**config.mk**
```make
export PLATFORM = sky130hd
export DESIGN_NAME = cache_ctrl
export DESIGN_NICKNAME = d
export VERILOG_FILES = /design/src/rtl/cache_ctrl_pkg.sv /design/src/rtl/cache_ctrl_hit_cmp.sv /design/src/rtl/cache_ctrl.sv
export SDC_FILE = /design/constraint.sdc
export NUM_CORES = 1
export LEC_CHECK = 0
export ABC_AREA = 1
export CORE_AREA = 8 8 273 275
export CTS_CLUSTER_DIAMETER = 100
export DETAILED_ROUTE_END_ITERATION = 10
export DIE_AREA = 0 0 281 283
export PLACE_DENSITY_LB_ADDON = 0.1
export REMOVE_ABC_BUFFERS = 1
export SKIP_LAST_GASP = 1
export SYNTH_ARGS = -nofsm -noshare
export SYNTH_HDL_FRONTEND = slang
export SYNTH_SLANG_ARGS = --single-unit
```
**constraint.sdc**
```tcl
create_clock -name clk -period 8.4 [get_ports clk]
set_clock_uncertainty 0.2 [all_clocks]
set_input_delay 2.52 -clock clk [delete_from_list [all_inputs] [get_ports clk]]
set_output_delay 2.52 -clock clk [all_outputs]
set_load 0.01 [all_outputs]
```
**src/rtl/cache_ctrl_pkg.sv**
```systemverilog
// Shared definitions for the cache controller: line field layout,
// table write-type encodings, FSM state encoding and a word-select helper.
package cache_ctrl_pkg;

  localparam int CacheTagWidth    = 20;
  localparam int CacheIndexWidth  = 8;
  localparam int CacheOffsetWidth = 4;

  // One way of a table line: {tag, valid, dirty, data[127:0]}
  localparam int LineW     = 150;
  localparam int LineTagHi = 149;
  localparam int LineTagLo = 130;
  localparam int LineValid = 129;
  localparam int LineDirty = 128;

  // Table write types driven on tbl_w_type_o
  localparam logic [1:0] WTypeRead = 2'b00;
  localparam logic [1:0] WTypePart = 2'b01;
  localparam logic [1:0] WTypeLine = 2'b10;

  typedef enum logic [2:0] {
    ST_IDLE   = 3'd0,
    ST_LOOKUP = 3'd1,
    ST_MISS   = 3'd2,
    ST_REFILL = 3'd3,
    ST_FILL   = 3'd4,
    ST_WRITE  = 3'd5
  } cache_state_e;

  // Pick 32-bit word 'sel' out of a 128-bit line payload
  function automatic logic [31:0] line_word(input logic [127:0] data, input logic [1:0] sel);
    return data[sel*32 +: 32];
  endfunction

endpackage

```
**src/rtl/cache_ctrl_hit_cmp.sv**
```systemverilog
// Combinational tag/valid compare over both ways of a table read.
// Way0 has priority when both ways report a hit.
module cache_hit_cmp
  import cache_ctrl_pkg::*;
(
  input  logic [2*LineW-1:0]       rd_data,
  input  logic [CacheTagWidth-1:0] tag,
  input  logic [1:0]               word_sel,
  output logic                     hit,
  output logic                     hit_way,
  output logic [31:0]              word
);

  logic [LineW-1:0] line0;
  logic [LineW-1:0] line1;
  logic             hit0;
  logic             hit1;
  logic             unused_dirty;

  assign line0        = rd_data[LineW-1:0];
  assign line1        = rd_data[2*LineW-1:LineW];
  assign hit0         = line0[LineValid] && (line0[LineTagHi:LineTagLo] == tag);
  assign hit1         = line1[LineValid] && (line1[LineTagHi:LineTagLo] == tag);
  assign unused_dirty = line0[LineDirty] ^ line1[LineDirty];

  // Resolve the hitting way and select the addressed word from it
  always_comb begin
    hit     = hit0 | hit1;
    hit_way = !hit0 && hit1;
    word    = hit_way ? line_word(line1[127:0], word_sel) : line_word(line0[127:0], word_sel);
  end

endmodule

```
**src/rtl/cache_ctrl.sv**
```systemverilog
// Cache control FSM for a 2-way, write-through, no-write-allocate cache.
// Handshakes: rd_req_o / wr_req_o are held high with stable address and data
// until the matching ready input is seen high in the same cycle; a ready
// input is ignored while its request is low.
module cache_ctrl
  import cache_ctrl_pkg::*;
#(
  parameter int TAG_W    = 20,
  parameter int INDEX_W  = 8,
  parameter int OFFSET_W = 4
) (
  input  logic                clk,
  input  logic                rst_n,
  input  logic                cpu_req_i,
  input  logic                cpu_wr_i,
  input  logic [31:0]         cpu_addr_i,
  input  logic [3:0]          cpu_wstrb_i,
  input  logic [31:0]         cpu_wdata_i,
  output logic                cpu_addr_ok_o,
  output logic                cpu_data_ok_o,
  output logic [31:0]         cpu_rdata_o,
  output logic                tbl_req_o,
  output logic [INDEX_W-1:0]  tbl_r_index_o,
  input  logic [299:0]        tbl_r_data_i,
  output logic                tbl_way_o,
  output logic [INDEX_W-1:0]  tbl_w_index_o,
  output logic [1:0]          tbl_w_type_o,
  output logic [OFFSET_W-1:0] tbl_offset_o,
  output logic [3:0]          tbl_wstrb_o,
  output logic [149:0]        tbl_w_data_o,
  output logic                rd_req_o,
  output logic [31:0]         rd_addr_o,
  input  logic                rd_rdy_i,
  input  logic                ret_valid_i,
  input  logic                ret_last_i,
  input  logic [31:0]         ret_data_i,
  output logic                wr_req_o,
  output logic [31:0]         wr_addr_o,
  output logic [3:0]          wr_wstrb_o,
  output logic [31:0]         wr_data_o,
  input  logic                wr_rdy_i,
  output cache_state_e        dbg_state_o
);

  cache_state_e state_q, state_d;

  logic [31:0]      req_addr_q;
  logic             req_wr_q;
  logic [3:0]       req_wstrb_q;
  logic [31:0]      req_wdata_q;
  logic             hit_q;
  logic             hit_way_q;
  logic             wr_first_q;
  logic             victim_q;
  logic [1:0]       cnt_q;
  logic [31:0]      buf_q [4];

  logic             hit;
  logic             hit_way;
  logic [31:0]      hit_word;
  logic [TAG_W-1:0] req_tag;
  logic [INDEX_W-1:0] req_index;

  assign req_tag     = req_addr_q[31 -: TAG_W];
  assign req_index   = req_addr_q[OFFSET_W +: INDEX_W];
  assign dbg_state_o = state_q;

  cache_hit_cmp u_hit_cmp (
    .rd_data  (tbl_r_data_i),
    .tag      (req_tag),
    .word_sel (req_addr_q[3:2]),
    .hit      (hit),
    .hit_way  (hit_way),
    .word     (hit_word)
  );

  // State register
  always_ff @(posedge clk or negedge rst_n) begin
    if (!rst_n) state_q <= ST_IDLE;
    else        state_q <= state_d;
  end

  // Capture the CPU request when it is accepted in IDLE
  always_ff @(posedge clk or negedge rst_n) begin
    if (!rst_n) begin
      req_addr_q  <= '0;
      req_wr_q    <= 1'b0;
      req_wstrb_q <= '0;
      req_wdata_q <= '0;
    end else if (state_q == ST_IDLE && cpu_req_i) begin
      req_addr_q  <= cpu_addr_i;
      req_wr_q    <= cpu_wr_i;
      req_wstrb_q <= cpu_wstrb_i;
      req_wdata_q <= cpu_wdata_i;
    end
  end

  // Remember the lookup result for the store path; table write only in first WRITE cycle
  always_ff @(posedge clk or negedge rst_n) begin
    if (!rst_n) begin
      hit_q      <= 1'b0;
      hit_way_q  <= 1'b0;
      wr_first_q <= 1'b0;
    end else if (state_q == ST_LOOKUP) begin
      hit_q      <= hit;
      hit_way_q  <= hit_way;
      wr_first_q <= req_wr_q;
    end else if (state_q == ST_WRITE) begin
      wr_first_q <= 1'b0;
    end
  end

  // Global round-robin victim, flipped on every line fill
  always_ff @(posedge clk or negedge rst_n) begin
    if (!rst_n)                 victim_q <= 1'b0;
    else if (state_q == ST_FILL) victim_q <= ~victim_q;
  end

  // Refill buffer: beats land at buf[cnt]; words not reached keep stale data
  always_ff @(posedge clk or negedge rst_n) begin
    if (!rst_n) begin
      cnt_q <= '0;
      for (int i = 0; i < 4; i++) buf_q[i] <= '0;
    end else if (state_q == ST_MISS) begin
      cnt_q <= '0;
    end else if (state_q == ST_REFILL && ret_valid_i) begin
      buf_q[cnt_q] <= ret_data_i;
      cnt_q        <= cnt_q + 2'd1;
    end
  end

  // Next-state logic
  always_comb begin
    state_d = state_q;
    unique case (state_q)
      ST_IDLE:   if (cpu_req_i) state_d = ST_LOOKUP;
      ST_LOOKUP: begin
        if (req_wr_q)  state_d = ST_WRITE;
        else if (hit)  state_d = ST_IDLE;
        else           state_d = ST_MISS;
      end
      ST_MISS:   if (rd_rdy_i) state_d = ST_REFILL;
      ST_REFILL: if (ret_valid_i && ret_last_i) state_d = ST_FILL;
      ST_FILL:   state_d = ST_IDLE;
      ST_WRITE:  if (wr_rdy_i) state_d = ST_IDLE;
      default:   state_d = ST_IDLE;
    endcase
  end

  // Output decode; every output idles at zero except cpu_addr_ok_o in IDLE
  always_comb begin
    cpu_addr_ok_o = 1'b0;
    cpu_data_ok_o = 1'b0;
    cpu_rdata_o   = '0;
    tbl_req_o     = 1'b0;
    tbl_r_index_o = '0;
    tbl_way_o     = 1'b0;
    tbl_w_index_o = '0;
    tbl_w_type_o  = WTypeRead;
    tbl_offset_o  = '0;
    tbl_wstrb_o   = '0;
    tbl_w_data_o  = '0;
    rd_req_o      = 1'b0;
    rd_addr_o     = '0;
    wr_req_o      = 1'b0;
    wr_addr_o     = '0;
    wr_wstrb_o    = '0;
    wr_data_o     = '0;
    unique case (state_q)
      ST_IDLE: begin
        cpu_addr_ok_o = 1'b1;
        if (cpu_req_i) begin
          tbl_req_o     = 1'b1;
          tbl_r_index_o = cpu_addr_i[OFFSET_W +: INDEX_W];
        end
      end
      ST_LOOKUP: begin
        if (!req_wr_q && hit) begin
          cpu_data_ok_o = 1'b1;
          cpu_rdata_o   = hit_word;
        end
      end
      ST_MISS: begin
        rd_req_o  = 1'b1;
        rd_addr_o = {req_addr_q[31:OFFSET_W], {OFFSET_W{1'b0}}};
      end
      ST_FILL: begin
        tbl_req_o     = 1'b1;
        tbl_w_type_o  = WTypeLine;
        tbl_way_o     = victim_q;
        tbl_w_index_o = req_index;
        tbl_w_data_o  = {req_tag, 1'b1, 1'b0, buf_q[3], buf_q[2], buf_q[1], buf_q[0]};
        cpu_data_ok_o = 1'b1;
        cpu_rdata_o   = buf_q[req_addr_q[3:2]];
      end
      ST_WRITE: begin
        if (hit_q && wr_first_q) begin
          tbl_req_o     = 1'b1;
          tbl_w_type_o  = WTypePart;
          tbl_way_o     = hit_way_q;
          tbl_w_index_o = req_index;
          tbl_offset_o  = req_addr_q[OFFSET_W-1:0];
          tbl_wstrb_o   = req_wstrb_q;
          tbl_w_data_o  = {{(LineW-32){1'b0}}, req_wdata_q};
        end
        wr_req_o      = 1'b1;
        wr_addr_o     = {req_addr_q[31:2], 2'b00};
        wr_wstrb_o    = req_wstrb_q;
        wr_data_o     = req_wdata_q;
        cpu_data_ok_o = wr_rdy_i;
      end
      default: ;
    endcase
  end

endmodule

```
==> results.cfg <==
[status]
status = complete, no violations

[worst_setup_path]
cp.required_ns = 5.68
cp-start-kind = input port
crit_arrival_ns = 5.47
worstSetupPathType = input port to output port
cp-end-kind = output port
crit_fanout = 51

[flow_run]
cap_violations = 0

[global_routing]
grt_start_max_net_pins = 85
grt_use_met1_pct = 23.9
gr-usage-met3_pct = 4.58
first_global_vias = 17448
grt_first_pass_wirelength_um = 120000
grt_overflow = 0
antenna_found_initial = 14
top_usage_layer = met2
track_usage_pct = 19.8
gr-usage-met2_pct = 35.3

[floorplanning]
rows = 98
io_pins = 725
die_w_um = 281
fp.coreArea_mm2 = 0.0705
start_util_pct = 20.0
die_h_um = 283
die_area_mm2 = 0.0795

[place]
gp_congestion = 0.880
port_buffers = 715
post-place-cells = 3787
hpwl_um = 61000
placedInstanceArea_mm2 = 0.0221

[synth]
syn_avg_cell_area_um2 = 6.28
ys_types = 30
async_flop_share_pct = 100
ys_seq_area_share_pct = 36.5
synth_warnings = 0
synth-seq-cells = 206
synth_ff_type = dfrtp_1
synth_area_mm2 = 0.0141
synth_edf_count = 0
synthCells = 2250

[clocking]
root_buffer = clkbuf_16
cts_hold_buf = 0
clock_latency_ns = 0.55
cts_max_path_buffers = 3
cts_sinks = 206
cts_tree = done
clkSlewWorstSetupHoldPaths_ns = 0.06
cts_max_level = 1
numCtsBuffers = 27

[route]
vias = 17280
vias_per_cell = 4.49
drt_iter0_drc = 883
drtAntennaViolNets = 0
drc_errors = 0
postRouteWirelength_um = 82800
dr.pass1.iters = 5
wl_per_cell_um = 21.5

[final_layout]
design_area_mm2 = 0.0231
final_layout_size_suffix_gt1_share_pct = 4.19
syn2layout_area_growth_pct = 63.2
layout_commonest_cell = clkdlybuf4s50_1
final_nets = 3278
layout_common_cells = clkdlybuf4s50_1 (714), nand2_1 (601), nor2_1 (325)
fillers = 7638
final_util_pct = 32.7
final_cells = 3846

[power]
power.density_mw_per_mm2 = 237
ir_worst_vdd_uv = 137
total_power_mw = 5.47
p_leak_nw = 10.2

[timing]
setup_violations = 0
fmax_ghz = 0.122
rsz0062_at_grt = no
worstMarginPinSlew_ns = 1.04
period_share_pct = 97.5
maxSlewViolCount = 0
hold_violations = 0
layout_min_cycle_time_ns = 8.19
relSlewSlack_pct = 30.3

[worst_hold_path]
hold_path.class = register to register
==> critical path, cell delays in order <==
cell and delay [ns]:
clkdlybuf4s50_1 0.49, inv_1 0.05, nand2_1 0.05, nand2_1 0.06, nor2_1 0.11, nand2_1 0.08
nor2_1 0.15, nand2_1 0.12, nor2_4 0.17, buf_12 0.13, buf_12 0.21, nand3_1 0.10
nand3_1 0.14, nand2_1 0.08, nand2_1 0.18, nand3_1 0.10, nand2_1 0.08, clkdlybuf4s50_1 0.62
==> synthesized netlist by cell type (15+ instances only) <==
cell,number,area [um2]
buf_4,25,188
inv_1,233,875
a32o_1,32,320
buf_2,15,75.1
dfrtp_1,206,5150
nor2_1,325,1220
a21oi_1,127,636
nand2_1,606,2270
clkbuf_1,110,413
nand3_1,291,1460
inv_2,17,63.8
o21ai_0,207,1040
==> power breakdown <==
group	leakage (nW)	total [mW]	internal (mW)	switching [mW]
Clock	0.454	1.25	0.747	0.498
Combinational	7.14	2.63	1.00	1.63
Sequential	2.60	1.60	1.33	0.271
==> registers in the layout (all words and copies together), names as in the netlist <==
register and count:
buf_q 128, cnt_q 2, dbg_state_o 3, hit_q 1, hit_way_q 1, req_addr_q 32, req_wdata_q 32, req_wr_q 1
req_wstrb_q 4, victim_q 1, wr_first_q 1
==> cell families after synthesis <==
family | Yosys count | share of synthesized area (%)
simple gates | 1234 | 35.5
buf+inv | 423 | 12.6
compound gates | 374 | 14.5
fa+ha+maj | 4 | 0.354
flops | 206 | 36.5
other cells | 1 | 0.0265
mux | 1 | 0.0709
xor+xnor | 7 | 0.434
==> layer usage <==
metal  vias to the layer above  part of all wire, %
met5                         -                0.033
met4                         4                  2.2
met3                        81                  6.9
met2                       550                   49
met1                      8279                   41
li1                       8366                    -
==> area by class of cell <==
class	count	area [um2]	share of cell area, %
clock buffer	33	738	3.20
clock inverter	16	198	0.857
timing repair buffer	753	7530	32.7
antenna	10	25.0	0.109
multi-input combinational	1627	7260	31.5
inverter	251	950	4.12
sequential	206	5160	22.4
tap	950	1190	5.16
==> worst paths after layout <==
path | start | endpoint | slack, ns | cells after the start
max | tbl_r_data_i[286] | cpu_rdata_o[12] | 0.21 | 18
min | victim_q | victim_q | 0.28 | 1
max reg2reg | dbg_state_o[1] | buf_q[22] | 5.59 | 8
min reg2reg | victim_q | victim_q | 0.28 | 1
max in group asynchronous | rst_n | req_addr_q[3] | 4.52 | 2
min in group asynchronous | rst_n | req_wdata_q[8] | 1.77 | 1
==> metrics by stage <==
stage	setup slack [ns]	setup TNS, ns	hold WS (ns)
2_1_floorplan	-2.22	-229.85	0.242
3_3_place_gp	0.136	0	0.259
3_5_place_dp	0.0943	0	0.261
4_1_cts	0.0895	0	0.275
5_1_grt	0.000319	0	0.295
6_report	0.206	0	0.277
==> repair_timing <==
item,CTS,global route
endpoints found under the setup margin,0,4
resized for setup,0,2
setup buffers,0,0
Note: power is estimated with default switching activity, not from simulation.
